File: src/rtl/lsu_mem_master.sv
`default_nettype none
// ============================================================================
// Module      : lsu_mem_master
// Description : Load/store unit, initiator side of a word-addressed data
//               memory port. Byte/halfword stores use read-modify-write;
//               loads are lane-selected and sign/zero-extended. Misaligned,
//               out-of-range and illegal-size requests are answered with an
//               error response without any memory access.
// Revision    : 1.0 - initial release
// ============================================================================
module lsu_mem_master #(
    parameter int MEM_BYTES = 8192
) (
    input  logic        clk,
    input  logic        rst,
    input  logic        req_valid,
    output logic        req_ready,
    input  logic        req_we,
    input  logic [1:0]  req_size,
    input  logic        req_unsigned,
    input  logic [31:0] req_addr,
    input  logic [31:0] req_wdata,
    output logic        resp_valid,
    output logic [31:0] resp_rdata,
    output logic        resp_err,
    output logic        mem_read,
    output logic        mem_write,
    output logic [31:0] mem_addr,
    output logic [31:0] mem_wdata,
    input  logic [31:0] mem_rdata
);

    localparam logic [31:0] c_mem_limit = 32'(MEM_BYTES);

    typedef enum logic [2:0] {
        S_IDLE   = 3'd0,
        S_LOAD   = 3'd1,
        S_STORE  = 3'd2,
        S_RMW_RD = 3'd3,
        S_RMW_WR = 3'd4,
        S_DONE   = 3'd5
    } state_t;

    state_t      r_state;
    state_t      w_next;

    logic [1:0]  r_size;
    logic        r_unsigned;
    logic [1:0]  r_lane;
    logic [31:0] r_addr;
    logic [31:0] r_wdata;
    logic [31:0] r_merge;
    logic [31:0] r_rdata;
    logic        r_err;

    logic        w_accept;
    logic        w_req_err;
    logic [7:0]  w_byte;
    logic [15:0] w_half;
    logic [31:0] w_load_ext;
    logic [31:0] w_merged;

    assign w_accept = req_valid && (r_state == S_IDLE);

    // Request legality: illegal size, misalignment for its size, or beyond memory
    assign w_req_err = (req_size == 2'b11)
                    || ((req_size == 2'b01) && req_addr[0])
                    || ((req_size == 2'b10) && (req_addr[1:0] != 2'b00))
                    || (req_addr >= c_mem_limit);

    // Load lane selection and extension from the live memory read data
    always_comb begin
        w_byte     = mem_rdata[{r_lane, 3'b000} +: 8];
        w_half     = r_lane[1] ? mem_rdata[31:16] : mem_rdata[15:0];
        w_load_ext = mem_rdata;
        case (r_size)
            2'b00:   w_load_ext = r_unsigned ? {24'd0, w_byte}
                                             : {{24{w_byte[7]}}, w_byte};
            2'b01:   w_load_ext = r_unsigned ? {16'd0, w_half}
                                             : {{16{w_half[15]}}, w_half};
            default: w_load_ext = mem_rdata;
        endcase
    end

    // Replace the addressed byte/halfword lane of the previously read word
    always_comb begin
        w_merged = r_merge;
        if (r_size == 2'b00) begin
            w_merged[{r_lane, 3'b000} +: 8] = r_wdata[7:0];
        end else begin
            w_merged[{r_lane[1], 4'b0000} +: 16] = r_wdata[15:0];
        end
    end

    // State register and captured request / data registers
    always_ff @(posedge clk) begin
        if (rst) begin
            r_state    <= S_IDLE;
            r_size     <= 2'b00;
            r_unsigned <= 1'b0;
            r_lane     <= 2'b00;
            r_addr     <= 32'd0;
            r_wdata    <= 32'd0;
            r_merge    <= 32'd0;
            r_rdata    <= 32'd0;
            r_err      <= 1'b0;
        end else begin
            r_state <= w_next;
            if (w_accept) begin
                r_size     <= req_size;
                r_unsigned <= req_unsigned;
                r_lane     <= req_addr[1:0];
                r_addr     <= {req_addr[31:2], 2'b00};
                r_wdata    <= req_wdata;
                r_rdata    <= 32'd0;
                r_err      <= w_req_err;
            end
            if (r_state == S_LOAD) begin
                r_rdata <= w_load_ext;
            end
            if (r_state == S_RMW_RD) begin
                r_merge <= mem_rdata;
            end
        end
    end

    // Next-state and memory/response strobes decoded from the current state
    always_comb begin
        w_next     = r_state;
        req_ready  = 1'b0;
        mem_read   = 1'b0;
        mem_write  = 1'b0;
        mem_wdata  = 32'd0;
        resp_valid = 1'b0;
        resp_rdata = 32'd0;
        resp_err   = 1'b0;
        case (r_state)
            S_IDLE: begin
                req_ready = 1'b1;
                if (req_valid) begin
                    if (w_req_err) begin
                        w_next = S_DONE;
                    end else if (!req_we) begin
                        w_next = S_LOAD;
                    end else if (req_size == 2'b10) begin
                        w_next = S_STORE;
                    end else begin
                        w_next = S_RMW_RD;
                    end
                end
            end
            S_LOAD: begin
                mem_read = 1'b1;
                w_next   = S_DONE;
            end
            S_STORE: begin
                mem_write = 1'b1;
                mem_wdata = r_wdata;
                w_next    = S_DONE;
            end
            S_RMW_RD: begin
                mem_read = 1'b1;
                w_next   = S_RMW_WR;
            end
            S_RMW_WR: begin
                mem_write = 1'b1;
                mem_wdata = w_merged;
                w_next    = S_DONE;
            end
            S_DONE: begin
                resp_valid = 1'b1;
                resp_rdata = r_rdata;
                resp_err   = r_err;
                w_next     = S_IDLE;
            end
            default: begin
                w_next = S_IDLE;
            end
        endcase
    end

    assign mem_addr = r_addr;

endmodule
`default_nettype wire

File: config.mk
export PLATFORM = sky130hd
export DESIGN_NAME = lsu_mem_master
export DESIGN_NICKNAME = d
export VERILOG_FILES = /design/src/rtl/lsu_mem_master.sv
export SDC_FILE = /design/constraint.sdc
export NUM_CORES = 1
export LEC_CHECK = 0
export ABC_AREA = 1
export BUFFER_PORTS_ARGS = -buffer_cell sky130_fd_sc_hd__buf_4
export CORE_MARGIN = 2
export CORE_UTILIZATION = 45
export CTS_BUF_LIST = sky130_fd_sc_hd__clkbuf_16
export DETAILED_ROUTE_END_ITERATION = 12
export PLACE_DENSITY = 0.73
export SLEW_MARGIN = 5
export SYNTH_ARGS = -nofsm -noshare
export SYNTH_HDL_FRONTEND = slang
export SYNTH_SLANG_ARGS = --single-unit
File: constraint.sdc
create_clock -name clk -period 2.2 [get_ports clk]
set_clock_uncertainty 0.1 [all_clocks]
set_input_delay 0.44 -clock clk [delete_from_list [all_inputs] [get_ports clk]]
set_output_delay 0.44 -clock clk [all_outputs]
set_load 0.01 [all_outputs]
# Yosys cells after proc, flatten, opt, wreduce, memory -nomap -nowiden
# Index checks and enable logic that the tools add are counted.
# totals
reg_bits	135
input_bits	103
# op_classes
reduce_logical	13
n_shift	5
n_lt_le_gt_ge	1
n_eq_ne	10
n_mux	21
n_addsub	2
# op_table
operator	n
32-bit 2-to-1 mux	6
32-bit case mux with 2 select lines	2
32-bit bitwise mux	2
32-bit by 14-bit >= comparator with 1-bit output (second input constant)	1
16-bit by 7-bit variable shift with 32-bit output (first input constant)	1
8-bit by 7-bit variable shift with 32-bit output (first input constant)	1
16-bit by 7-bit indexed part select with 32-bit output	1
32-bit by 6-bit indexed part select with 8-bit output	1
8-bit by 7-bit indexed part select with 32-bit output	1
16-bit 2-to-1 mux	1
5-bit negator with 7-bit output	2
3-bit case mux with 3 select lines	1
3-bit by 2-bit == test with 1-bit output (second input constant)	2
3-bit == test (second input constant)	2
1-bit 2-to-1 mux	6
3-bit 2-to-1 mux	2
2-bit by 1-bit == test with 1-bit output (second input constant)	2
2-bit == test (second input constant)	2
2-bit nonzero test	2
2-bit OR reduction	2
3-bit by 1-bit == test with 1-bit output (second input constant)	1
1-bit logical AND	3
3-bit zero test	1
1-bit logical OR	3
4 further kinds	4

# Longest topological paths before layout
# depth
depth_word	8
ltp_mapped	12
mapped_depth_nobuf	9

# Worst setup path after synthesis
# No wires, ideal clock.
# synth_timing
kind	reg-to-output
start	register r_lane[1]
end	output port mem_wdata[13]
t_arrival_ns	1.725
setup_slack_ns	-0.065
path_stages_with_launch	12
cell_sequence	dfxtp_1 -> buf_6 -> inv_2 -> buf_6 -> ha_1 -> buf_2 -> inv_1 -> buf_2 -> nand3_1 -> o221ai_1 -> nand3_1 -> o21ai_0
# synth_via
elab_chain_len	5
# synth_lines
element	line_no	rtl
start: declaration	49	logic [1:0] r_lane;
start signal: assignment	112	r_lane <= req_addr[1:0];
5-bit negator with 7-bit output (on tied branches)	91, 89	
16-bit by 7-bit indexed part select with 32-bit output (tied with other cells)	91	w_merged[{r_lane[1], 4'b0000} +: 16] = r_wdata[15:0];
32-bit bitwise mux (on tied branches)	91, 89	
32-bit 2-to-1 mux (*)	88	if (r_size == 2'b00) begin
32-bit case mux with 2 select lines (*)	137	case (r_state)
end: declaration	29	output logic [31:0] mem_wdata,
# Mark *: on every way between the ends. The rest lies on a longest branch, timed or not.

# Final worst setup path
# layout_timing
start	register r_lane[1]
end	output port mem_wdata[5]
# The elaborated chain is that of the path after synthesis.

==> flow_summary_export.csv <==
group,metric,value,unit
place,pre_cts_slack,6.29,ps
layout,diodes,0,
grt,globalRouteOverflowTotal,0,
timing,final_max_slew_viol_count,0,
route,dr.pass1.iters,8,
outcome,violations,"negative setup slack",
job,maxCapViolCount,0,
layout,final_common_cell,"buf_4",
die,core,15300,um2
place,port_buffers,201,
route,vias_per_cell,5.41,
die,fp.dieH,130,um
timing,final_hold_viol_count,0,
setup_path,rrSetupSlack,330,ps
grt,grt_antenna_before_repair,0,
synth,synth_cells,1065,
setup_path,start_kind,"flop",
power,power_density,805,nW/um2
route,drc,0,
route,routedWlPerCell,16.4,um
layout,syn_to_final_growth,42.3,%
outcome,outcome,"finished with violations",
layout,final_nets,1359,
route,ant_nets,0,
layout,layout_common_cells,"buf_4 (219), o21ai_0 (150), nor2_1 (146)",
setup_path,worstPathArrival,1930,ps
cts,hold_buffers,0,
timing,relSlewSlack,0.536,
synth,yosysSeqAreaShare,0.381,
setup_path,crit_fanout,8,
die,io_pins,204,
cts,clock_path_buffers,2,
grt,grt_pass1_wl,36900,um
place,gp_congestion,0.963,
layout,drive_gt1_frac,0.299,
setup_path,critPathCaptureType,"output pin",
setup_path,crit_required,1660,ps
power,power.total,8.12,mW
place,dp_cells,1434,
worst_hold_path,hold_class,"input pin to flop",
die,row_count,45,
cts,insertion_delay,420,ps
cts,clkTransAtPathRegs,60,ps
cts,cts-buffers-inserted,17,
route,vias,7968,
power,p_leak,4.09,nW
cts,htreeDepth,4,
layout,fin_cells,1472,
die,die_w,130,um
timing,worst_hold_slack,138,ps
grt,gr-usage-all-layers,0.279,
synth,netlist-cell-type-count,32,
timing,rsz0062_at_grt,"yes",
timing,setup_viol,32,
synth,ys.warnings.count,0,
place,placed_area,8840,um2
synth,synth-seq-cells,135,
timing,tightest_slew,696,ps
setup_path,worstSetupPathType,"flop to output pin",
cts,tritoncts,"yes",
power,ir_worst_vdd,0.587,mV
grt,grt_pass1_vias,7257,
route,wl,24100,um
die,initial_utilization,0.463,
synth,syn_area_per_cell,6.66,um2
layout,final_area,10100,um2
cts,clockRootBuffer,"clkbuf_16",
timing,setup_slack,-271,ps
timing,timing.final.crit_share,1.12,
die,dieArea,16800,um2
timing,min_period,2470,ps
synth,syn_area,7090,um2
grt,grt_max_degree,100,
route,drt-initial-drc-count,753,
place,dp_hpwl,16300,um
timing,fmax,0.405,GHz
cts,clock-sinks,135,
[cell families after synthesis]
| group | synth area share |
|---|---|
| AOI/OAI and AO/OA | 0.278 |
| DFF | 0.381 |
| adders and majority gates | 0.00882 |
| buffers and inverters | 0.117 |
| other | 0.000529 |
| and+or+nand+nor | 0.214 |
[layout make-up]
type                            count  area (um2)
Sequential cell                   135        2710
Tap cell                          211         264
Inverter                          123         485
Multi-Input combinational cell    730        3980
Timing Repair Buffer              242        2050
Clock buffer                       17         425
Timing Repair inverter              2        12.5
Clock inverter                     12         161
Fill cell                        1399        5230
[routing by layer]
| metal | track usage | up-vias | wire length (um) | share of wire |
|---|---|---|---|---|
| met4 | 0.0993 | 0 | 648 | 0.027 |
| met1 | 0.356 | 3674 | 9830 | 0.41 |
| met5 | 0 | - | 0 | 0 |
| met3 | 0.0809 | 57 | 2100 | 0.087 |
| met2 | 0.451 | 334 | 11500 | 0.48 |
| li1 | - | 3903 | - | - |
[final timing paths]
check,start,end,depth (start not counted)
max,r_lane[1],mem_wdata[5],7
min,req_addr[3],mem_addr[3],3
max reg2reg,r_lane[1],r_rdata[19],10
min reg2reg,r_wdata[31],r_wdata[31],2
[through the flow]
stage | utilization | TNS, ps
after floorplan | - | 0
after global placement | 0.577 | 0
after detailed placement | 0.577 | 0
after CTS | 0.636 | -5830
after global routing | 0.659 | -8530
final | 0.659 | -6170
[power breakdown]
group | switching, mW | leakage [nW] | total (mW) | internal (mW)
Sequential | 0.138 | 1.11 | 2.80 | 2.66
Combinational | 1.41 | 2.70 | 2.41 | 0.998
Clock | 1.06 | 0.283 | 2.91 | 1.85
[state kept, by name, summed over array words and instances (netlist names)]
| name | flops |
|---|---|
| mem_addr | 30 |
| r_state | 3 |
| r_wdata | 32 |
| r_merge | 32 |
| r_unsigned | 1 |
| r_lane | 2 |
| r_rdata | 32 |
| r_err | 1 |
| r_size | 2 |
[synth_stat cells, drive strengths merged]
cell	number	area [um2]
buf	32	190
o211ai	7	52.6
or2	4	25.0
inv	122	465
nor3	3	26.3
nor2	151	577
nor3b	1	7.51
ha	5	62.6
o221ai	24	210
clkinv	1	3.75
nand2	138	566
conb	1	3.75
clkbuf	46	173
o21ai	190	951
a21oi	144	758
nand3	61	318
dfxtp	135	2700
[timing repair]
action                                  in CTS  in global routing
setup buffers                                3                  1
gates resized for setup                     69                 76
endpoints found under the setup margin      32                 42
pin swaps                                   11                 29
gates cloned                                 4                  1
[critical path, stage by stage (launching register included)]
cell	delay (ps)
dfxtp_4	370
inv_6	80
ha_4	170
clkinvlp_2	310
o21ai_1	250
nand3_1	90
o21ai_1	90
buf_4	150
No activity file was read; power rests on OpenSTA's default activity.
